`src/rtl/dma_pkg.sv`:
```
// Shared DMA definitions: channel state encoding and parameter legality helpers.
package dma_pkg;

  typedef enum logic [1:0] {
    StIdle,
    StActive,
    StDrain
  } dma_state_e;

  // SRAM read latency the valid pipe supports.
  function automatic bit read_latency_legal(int unsigned lat);
    return (lat >= 1) && (lat <= 4);
  endfunction

  // Return buffer must cover the whole pipe plus headroom for a stalled consumer.
  function automatic bit ret_depth_legal(int unsigned depth, int unsigned lat);
    return depth >= (lat + 2);
  endfunction

endpackage

```
`src/rtl/fwft_sc_fifo.sv`:
```
// Single-clock first-word-fall-through FIFO; head word is visible whenever not empty.
module fwft_sc_fifo #(
  parameter int unsigned Depth = 8,
  parameter int unsigned Width = 32
) (
  input  logic             clk_i,
  input  logic             srst_i,
  input  logic             wr_en_i,
  input  logic [Width-1:0] wr_data_i,
  input  logic             rd_en_i,
  output logic [Width-1:0] rd_data_o,
  output logic             empty_o
);

  localparam int unsigned PtrW = (Depth > 1) ? $clog2(Depth) : 1;
  localparam int unsigned CntW = $clog2(Depth + 1);

  logic [Width-1:0] mem_q [Depth];
  logic [PtrW-1:0]  wr_ptr_q, wr_ptr_d;
  logic [PtrW-1:0]  rd_ptr_q, rd_ptr_d;
  logic [CntW-1:0]  count_q, count_d;
  logic             wr_fire, rd_fire;

  function automatic logic [PtrW-1:0] ptr_inc(logic [PtrW-1:0] p);
    return (p == PtrW'(Depth - 1)) ? '0 : p + PtrW'(1);
  endfunction

  assign rd_fire   = rd_en_i & (count_q != '0);
  assign wr_fire   = wr_en_i & ((count_q != CntW'(Depth)) | rd_fire);
  assign rd_data_o = mem_q[rd_ptr_q];
  assign empty_o   = (count_q == '0);

  // Pointer and occupancy next-state.
  always_comb begin
    wr_ptr_d = wr_fire ? ptr_inc(wr_ptr_q) : wr_ptr_q;
    rd_ptr_d = rd_fire ? ptr_inc(rd_ptr_q) : rd_ptr_q;
    count_d  = count_q;
    case ({wr_fire, rd_fire})
      2'b10:   count_d = count_q + CntW'(1);
      2'b01:   count_d = count_q - CntW'(1);
      default: count_d = count_q;
    endcase
  end

  // Control state register.
  always_ff @(posedge clk_i) begin
    if (srst_i) begin
      wr_ptr_q <= '0;
      rd_ptr_q <= '0;
      count_q  <= '0;
    end else begin
      wr_ptr_q <= wr_ptr_d;
      rd_ptr_q <= rd_ptr_d;
      count_q  <= count_d;
    end
  end

  // Storage array; contents need no reset.
  always_ff @(posedge clk_i) begin
    if (wr_fire) begin
      mem_q[wr_ptr_q] <= wr_data_i;
    end
  end

endmodule

```
`src/rtl/dma_mem_rd_port.sv`:
```
// Memory-side read adapter for the outbound DMA engine: turns address requests into
// fixed-latency SRAM reads and returns data in order through a credit-protected buffer.
// Optional build macro DMA_RD_ADDR_CHECK_EN: out-of-range requests skip the SRAM,
// return zero in order and set the sticky err_addr flag.
module dma_mem_rd_port
  import dma_pkg::*;
#(
  parameter int unsigned ADDR_WIDTH   = 16,
  parameter int unsigned DATA_WIDTH   = 32,
  parameter int unsigned READ_LATENCY = 2,
  parameter int unsigned RET_DEPTH    = 8,
  parameter int unsigned MEM_WORDS    = 65536
) (
  input  logic                  clk,
  input  logic                  srst,
  input  logic                  dmaReset,
  input  logic [31:0]           req_addr,
  input  logic                  req_valid,
  output logic                  req_ready,
  output logic                  mem_en,
  output logic [ADDR_WIDTH-1:0] mem_addr,
  input  logic [DATA_WIDTH-1:0] mem_rdata,
  output logic [DATA_WIDTH-1:0] t0_data,
  output logic                  t0_valid,
  input  logic                  t0_ready,
  output logic                  busy,
  output logic                  err_addr,
  input  logic                  err_clear
);

  localparam int unsigned CredW = $clog2(RET_DEPTH + 1);

  if (!read_latency_legal(READ_LATENCY)) begin : gen_bad_latency
    $error("READ_LATENCY must be in 1..4");
  end
  if (!ret_depth_legal(RET_DEPTH, READ_LATENCY)) begin : gen_bad_depth
    $error("RET_DEPTH must be at least READ_LATENCY+2");
  end
  if (64'(MEM_WORDS) > (64'd1 << ADDR_WIDTH)) begin : gen_bad_words
    $error("MEM_WORDS exceeds the address space");
  end

  dma_state_e              state_q, state_d;
  logic [CredW-1:0]        credits_q, credits_d;
  logic [READ_LATENCY-1:0] vld_q, vld_d;
  logic [READ_LATENCY-1:0] zero_q, zero_d;
  logic                    accept, pop, oor;
  logic                    buf_wr, buf_empty;
  logic [DATA_WIDTH-1:0]   buf_wdata;

  assign req_ready = (credits_q != '0) & ~dmaReset & (state_q != StDrain) & ~srst;
  assign accept    = req_valid & req_ready;
  assign mem_en    = accept & ~oor;
  assign mem_addr  = req_addr[ADDR_WIDTH-1:0];
  assign t0_valid  = ~buf_empty;
  assign pop       = t0_valid & t0_ready;
  assign busy      = (state_q != StIdle);

  // Words arriving during a flush or drain belong to the aborted transfer.
  assign buf_wr    = vld_q[READ_LATENCY-1] & ~dmaReset & (state_q != StDrain);
  assign buf_wdata = zero_q[READ_LATENCY-1] ? '0 : mem_rdata;

`ifdef DMA_RD_ADDR_CHECK_EN
  logic err_q;

  assign oor      = (req_addr >= MEM_WORDS);
  assign err_addr = err_q;

  // Sticky error; a new out-of-range accept beats a same-cycle clear.
  always_ff @(posedge clk) begin
    if (srst) begin
      err_q <= 1'b0;
    end else if (accept && oor) begin
      err_q <= 1'b1;
    end else if (err_clear) begin
      err_q <= 1'b0;
    end
  end
`else
  logic unused_inputs;

  assign oor           = 1'b0;
  assign err_addr      = 1'b0;
  assign unused_inputs = err_clear ^ (^req_addr);
`endif

  // Valid/zero pipe tracks each read until its data leaves the SRAM.
  always_comb begin
    vld_d     = vld_q;
    zero_d    = zero_q;
    vld_d[0]  = accept;
    zero_d[0] = accept & oor;
    for (int i = 1; i < int'(READ_LATENCY); i++) begin
      vld_d[i]  = vld_q[i-1];
      zero_d[i] = zero_q[i-1];
    end
  end

  // Credits count free return-buffer slots, including reads still in flight.
  always_comb begin
    credits_d = credits_q;
    if (dmaReset) begin
      credits_d = CredW'(RET_DEPTH);
    end else begin
      case ({accept, pop})
        2'b10:   credits_d = credits_q - CredW'(1);
        2'b01:   credits_d = credits_q + CredW'(1);
        default: credits_d = credits_q;
      endcase
    end
  end

  // Channel FSM next-state.
  always_comb begin
    state_d = state_q;
    unique case (state_q)
      StIdle: begin
        if (dmaReset && (vld_q != '0)) begin
          state_d = StDrain;
        end else if (accept) begin
          state_d = StActive;
        end
      end
      StActive: begin
        if (dmaReset) begin
          state_d = (vld_q != '0) ? StDrain : StIdle;
        end else if (!accept && (vld_q == '0) && buf_empty) begin
          state_d = StIdle;
        end
      end
      StDrain: begin
        if (vld_q == '0) begin
          state_d = StIdle;
        end
      end
      default: state_d = StIdle;
    endcase
  end

  // State, credit and pipe registers.
  always_ff @(posedge clk) begin
    if (srst) begin
      state_q   <= StIdle;
      credits_q <= CredW'(RET_DEPTH);
      vld_q     <= '0;
      zero_q    <= '0;
    end else begin
      state_q   <= state_d;
      credits_q <= credits_d;
      vld_q     <= vld_d;
      zero_q    <= zero_d;
    end
  end

  fwft_sc_fifo #(
    .Depth (RET_DEPTH),
    .Width (DATA_WIDTH)
  ) u_ret_buf (
    .clk_i     (clk),
    .srst_i    (srst | dmaReset),
    .wr_en_i   (buf_wr),
    .wr_data_i (buf_wdata),
    .rd_en_i   (t0_ready),
    .rd_data_o (t0_data),
    .empty_o   (buf_empty)
  );

endmodule

```
`config.mk`:
```
export PLATFORM = sky130hd
export DESIGN_NAME = dma_mem_rd_port
export DESIGN_NICKNAME = d
export VERILOG_FILES = /design/src/rtl/dma_pkg.sv /design/src/rtl/fwft_sc_fifo.sv /design/src/rtl/dma_mem_rd_port.sv
export SDC_FILE = /design/constraint.sdc
export NUM_CORES = 1
export LEC_CHECK = 0
export ABC_AREA = 1
export BUFFER_PORTS_ARGS = -buffer_cell sky130_fd_sc_hd__buf_2
export CAP_MARGIN = 20
export CORE_UTILIZATION = 32
export DETAILED_ROUTE_END_ITERATION = 10
export GPL_ROUTABILITY_DRIVEN = 0
export GPL_TIMING_DRIVEN = 0
export PLACE_DENSITY = 0.58
export RECOVER_POWER = 50
export SLEW_MARGIN = 10
export SYNTH_ARGS = -nofsm -noshare
export SYNTH_HDL_FRONTEND = slang
export SYNTH_SLANG_ARGS = --single-unit
```
`constraint.sdc`:
```
create_clock -name clk -period 4.4 [get_ports clk]
set_input_delay 0.66 -clock clk [delete_from_list [all_inputs] [get_ports clk]]
set_output_delay 0.66 -clock clk [all_outputs]
set_load 0.1 [all_outputs]
```
==> results.txt <==
The overall power of the completed layout came out at 5.80 mW. The max-slew violation count came to 0. By area, the combinational part of the netlist is dominated by simple AND/OR/NAND/NOR gates.

Power spread over the standard cell area amounts to 432 nW/µm². The final layout contains 1112 nets. The hold violation count in the final report came out at 0.

The number of remaining DRC errors came out at 0. Synthesis inferred 277 register bits. The number of DRC markers after the initial detailed-route iteration is 559. The count of unique library cells instantiated by Yosys is 33.

The depth of the worst register-to-register path is 9. The final antenna diode count is 0. The routed wire length came out at 26500 µm. The area of the core came out at 34500 µm². In this run the most critical hold path is launched from srst. The x dimension of the die is 189 µm. The finished layout holds 1510 standard cells, fillers aside. The total congestion overflow came out at 0. The cell count after placement came out at 1454. The number of placed I/O pins is 123. The post-synthesis sequential area ratio is 72.7%. Setup repair after global routing left no endpoint under its margin.

The count of input and output buffers is 88. The number of setup violations in the final report came out at 0. The number of cells on the worst hold path came out at 2. The type of the setup path with the least slack is register to output pin. The worst register-to-register path ends at u_ret_buf.mem_q[3][5]$_DFFE_PP_. Dividing the detail-routed wire length by the instance count gives 17.5 µm.

The number of hold buffers added after CTS was 0. The top cell types in the final layout, fill and taps aside, are 256 x sky130_fd_sc_hd__edfxtp_1, 238 x sky130_fd_sc_hd__nor2_1, 118 x sky130_fd_sc_hd__o21ai_0. The number of global-route vias before repair is 6983. The first-pass GRT wire length came out at 41000 µm.

The number of clock sinks seen by CTS came out at 277. The number of buffers inserted by post-CTS setup repair came out at 0. Counting every instance in the synthesized netlist gives 903. The xor-xnor portion of the synthesized cell area came out at 0.393%. The net count after synthesis came out at 984.

The cell sitting at the root of the clock tree is a sky130_fd_sc_hd__clkbuf_16. On the final layout, the worst clock skew is 0.0272 ns. Counting the fill cells in the layout gives 3291.

Global routing consumed, over all layers together, 14.9% of the routing resources. The portion of synthesized area spent on multiplexers is 0%. The library cell used most frequently in the layout, excluding fill and tap cells, is sky130_fd_sc_hd__edfxtp_1.

The critical register-to-register path startpoint is state_q[0]$_SDFFE_PP0P_. Routed signal wires occupy layers up through met5. The die height is 189 µm.

Relative to the synthesized area, the layout overhead comes to 20.2%. The total standard cell area after synthesis is 11200 µm². The synthesized-area fraction occupied by ao, oa, aoi and oai cells came out at 10.3%. The iteration count of the initial detailed-routing pass is 5. The data required time at the worst endpoint is 3.74 ns. The final critical-path share of the clock period is 79.8%. The final critical-path required period came out at 3.51 ns. The number of antenna violations at the first check in global routing is 1. Once detailed placement completed, the half-perimeter wirelength came to 17200 µm. The initialized floorplan defines 68 standard-cell rows. Summing the areas of all and, or, nand and nor instances in the mapped netlist gives 10.8% of the synthesized area.

The number of gates resized after CTS was 0. The clock network latency to the later pin of the worst-skew pair is 0.56 ns. The reported max-cap violation count is 0. The sum of routed wire segments on met1 is 11700 µm. The total negative slack for setup checks is 0 ns.

The worst hold path belongs to the class input port to register. The post-synthesis area per instance came out at 12.3 µm². STA classifies the critical path startpoint as a register.

The maximum number of pins on one net before global-route repair is 24. The worst-case vdd ir drop came out at 279 µV. The met3 layer wire length in the routed design came out at 1750 µm.

The leakage power total came out at 4.67 nW. TritonCTS built the clock tree. The largest fanout on the critical path is 10. The met2 wirelength from detailed routing is 12500 µm. The via-per-instance ratio is 4.77. The total vias in the final route is 7201.

The starting utilization of the core area is 32.4%. The worst setup slack for register-to-register paths is 1.71 ns. The flow ran to the end, and the final reports show no timing, DRC or antenna violations.

STA classifies the critical path endpoint as an output pin. The synthesized netlist devotes 1.30% of its cell area to adder and majority cells. The total clock buffers created by CTS came out at 30. The worst-case clock buffer depth came out at 3.

After clock tree synthesis, the clock-pin slew on the worst setup and hold paths is 0.06 ns. For hold timing, the worst endpoint is vld_q[1]$_SDFF_PP0_. The relative slew slack came out at 22.0%. Static timing analysis puts the maximum clock frequency at 285 MHz.

The ratio of cells with drive above 1 in the final layout came out at 15.5%. The residual antenna-violating net count after detailed routing came out at 0. The yosys synthesis warning count is 0.

The floorplan step defined a die boundary enclosing 35600 µm². The pin slew with the least headroom to its limit came out at 1.17 ns. For the worst setup path, the data arrival time is 2.85 ns. CTS built an H-tree with a depth of 1.
## state kept, by name (all words and copies together) (netlist names), named ones only
name,count
vld_q,2
u_ret_buf.wr_ptr_q,3
state_q,2
u_ret_buf.mem_q,256
u_ret_buf.rd_ptr_q,3
u_ret_buf.count_q,4
credits_q,4
## area by class of cell
class | instances | area [µm²] | share of cell area (%)
repair buffers | 96 | 571 | 4.26
flip-flops and latches | 277 | 8110 | 60.5
multi-input cells | 531 | 2590 | 19.3
clock inverters | 26 | 317 | 2.36
clock buffers | 30 | 751 | 5.60
plain buffers | 64 | 388 | 2.89
inverters | 31 | 116 | 0.868
well taps | 455 | 569 | 4.25
## power breakdown
part | leakage [nW] | internal [mW] | switching (mW)
Sequential | 2.47 | 2.88 | 0.00366
Combinational | 1.68 | 0.0454 | 0.204
Clock | 0.519 | 1.61 | 1.05
## metal layers
metal  global-route usage, %  up-vias
met2                    24.6      216
met4                    3.50        2
li1                        -     3472
met3                    3.20       40
met1                    20.0     3471
met5                       0        -
## critical path, stage by stage (launching register included)
cell	delay, ns
sky130_fd_sc_hd__dfxtp_1	0.40
sky130_fd_sc_hd__clkinv_1	0.31
sky130_fd_sc_hd__clkbuf_1	0.40
sky130_fd_sc_hd__nor2_1	0.17
sky130_fd_sc_hd__o21ai_1	0.08
sky130_fd_sc_hd__a31oi_1	0.44
sky130_fd_sc_hd__buf_2	0.52
## through the flow
| step | setup slack, ns | utilization (%) | instance area [µm²] | hold slack (ns) |
|---|---|---|---|---|
| 2_1_floorplan | 1.17 | - | 11200 | 0.403 |
| 3_3_place_gp | -0.116 | 35.3 | 12200 | 0.412 |
| 3_5_place_dp | 1.53 | 36.0 | 12400 | 0.414 |
| 4_1_cts | 0.942 | 39.1 | 13500 | 0.325 |
| 5_1_grt | 0.863 | 38.9 | 13400 | 0.344 |
| 6_report | 0.891 | 38.9 | 13400 | 0.351 |
## synthesized netlist by cell type
library cell / n / area (µm²)
sky130_fd_sc_hd__edfxtp_1: 256 / 7690
sky130_fd_sc_hd__nor2_1: 245 / 920
sky130_fd_sc_hd__o21ai_0: 118 / 591
sky130_fd_sc_hd__a31oi_1: 32 / 200
sky130_fd_sc_hd__nand2_1: 32 / 120
sky130_fd_sc_hd__o22ai_1: 32 / 200
sky130_fd_sc_hd__inv_1: 28 / 105
sky130_fd_sc_hd__dfxtp_1: 21 / 420
sky130_fd_sc_hd__buf_2: 19 / 95.1
sky130_fd_sc_hd__clkbuf_1: 19 / 71.3
sky130_fd_sc_hd__buf_4: 18 / 135
sky130_fd_sc_hd__o21ai_1: 17 / 85.1
sky130_fd_sc_hd__a21oi_1: 10 / 50.1
sky130_fd_sc_hd__ha_1: 10 / 125
sky130_fd_sc_hd__nor2_2: 10 / 62.6
sky130_fd_sc_hd__nand3_1: 8 / 40.0
sky130_fd_sc_hd__buf_6: 6 / 67.6
sky130_fd_sc_hd__xor2_1: 3 / 26.3
sky130_fd_sc_hd__and3_1: 2 / 12.5
sky130_fd_sc_hd__inv_2: 2 / 7.51
sky130_fd_sc_hd__nand4_1: 2 / 12.5
sky130_fd_sc_hd__xnor2_1: 2 / 17.5
sky130_fd_sc_hd__a22oi_1: 1 / 7.51
sky130_fd_sc_hd__buf_1: 1 / 3.75
sky130_fd_sc_hd__buf_8: 1 / 15.0
sky130_fd_sc_hd__clkinv_1: 1 / 3.75
sky130_fd_sc_hd__conb_1: 1 / 3.75
sky130_fd_sc_hd__fa_1: 1 / 20.0
sky130_fd_sc_hd__nand3b_1: 1 / 7.51
sky130_fd_sc_hd__nand4_2: 1 / 12.5
sky130_fd_sc_hd__nor2_4: 1 / 11.3
sky130_fd_sc_hd__nor3_1: 1 / 5.00
sky130_fd_sc_hd__o211a_1: 1 / 10.0
## kinds of logic after synthesis
kind of cell	Yosys count
AND/OR/NAND/NOR	303
AO/OA/AOI/OAI	211
flip-flops	277
XOR/XNOR	5
other	1
adder cells (fa/ha/maj)	11
buffers and inverters	95
## worst max path at each step
| stage | endpoint | slack (ns) | cells after the start |
|---|---|---|---|
| detailed placement | t0_data[7] | 1.53 | 6 |
| CTS | t0_data[7] | 0.94 | 6 |
| global placement | u_ret_buf.mem_q[3][25]$_DFFE_PP_ | -0.12 | 8 |
| global route | t0_data[7] | 0.86 | 6 |
| finish | t0_data[7] | 0.89 | 6 |
| floorplan | t0_data[24] | 1.17 | 7 |
(Power assumes the default switching activity.)
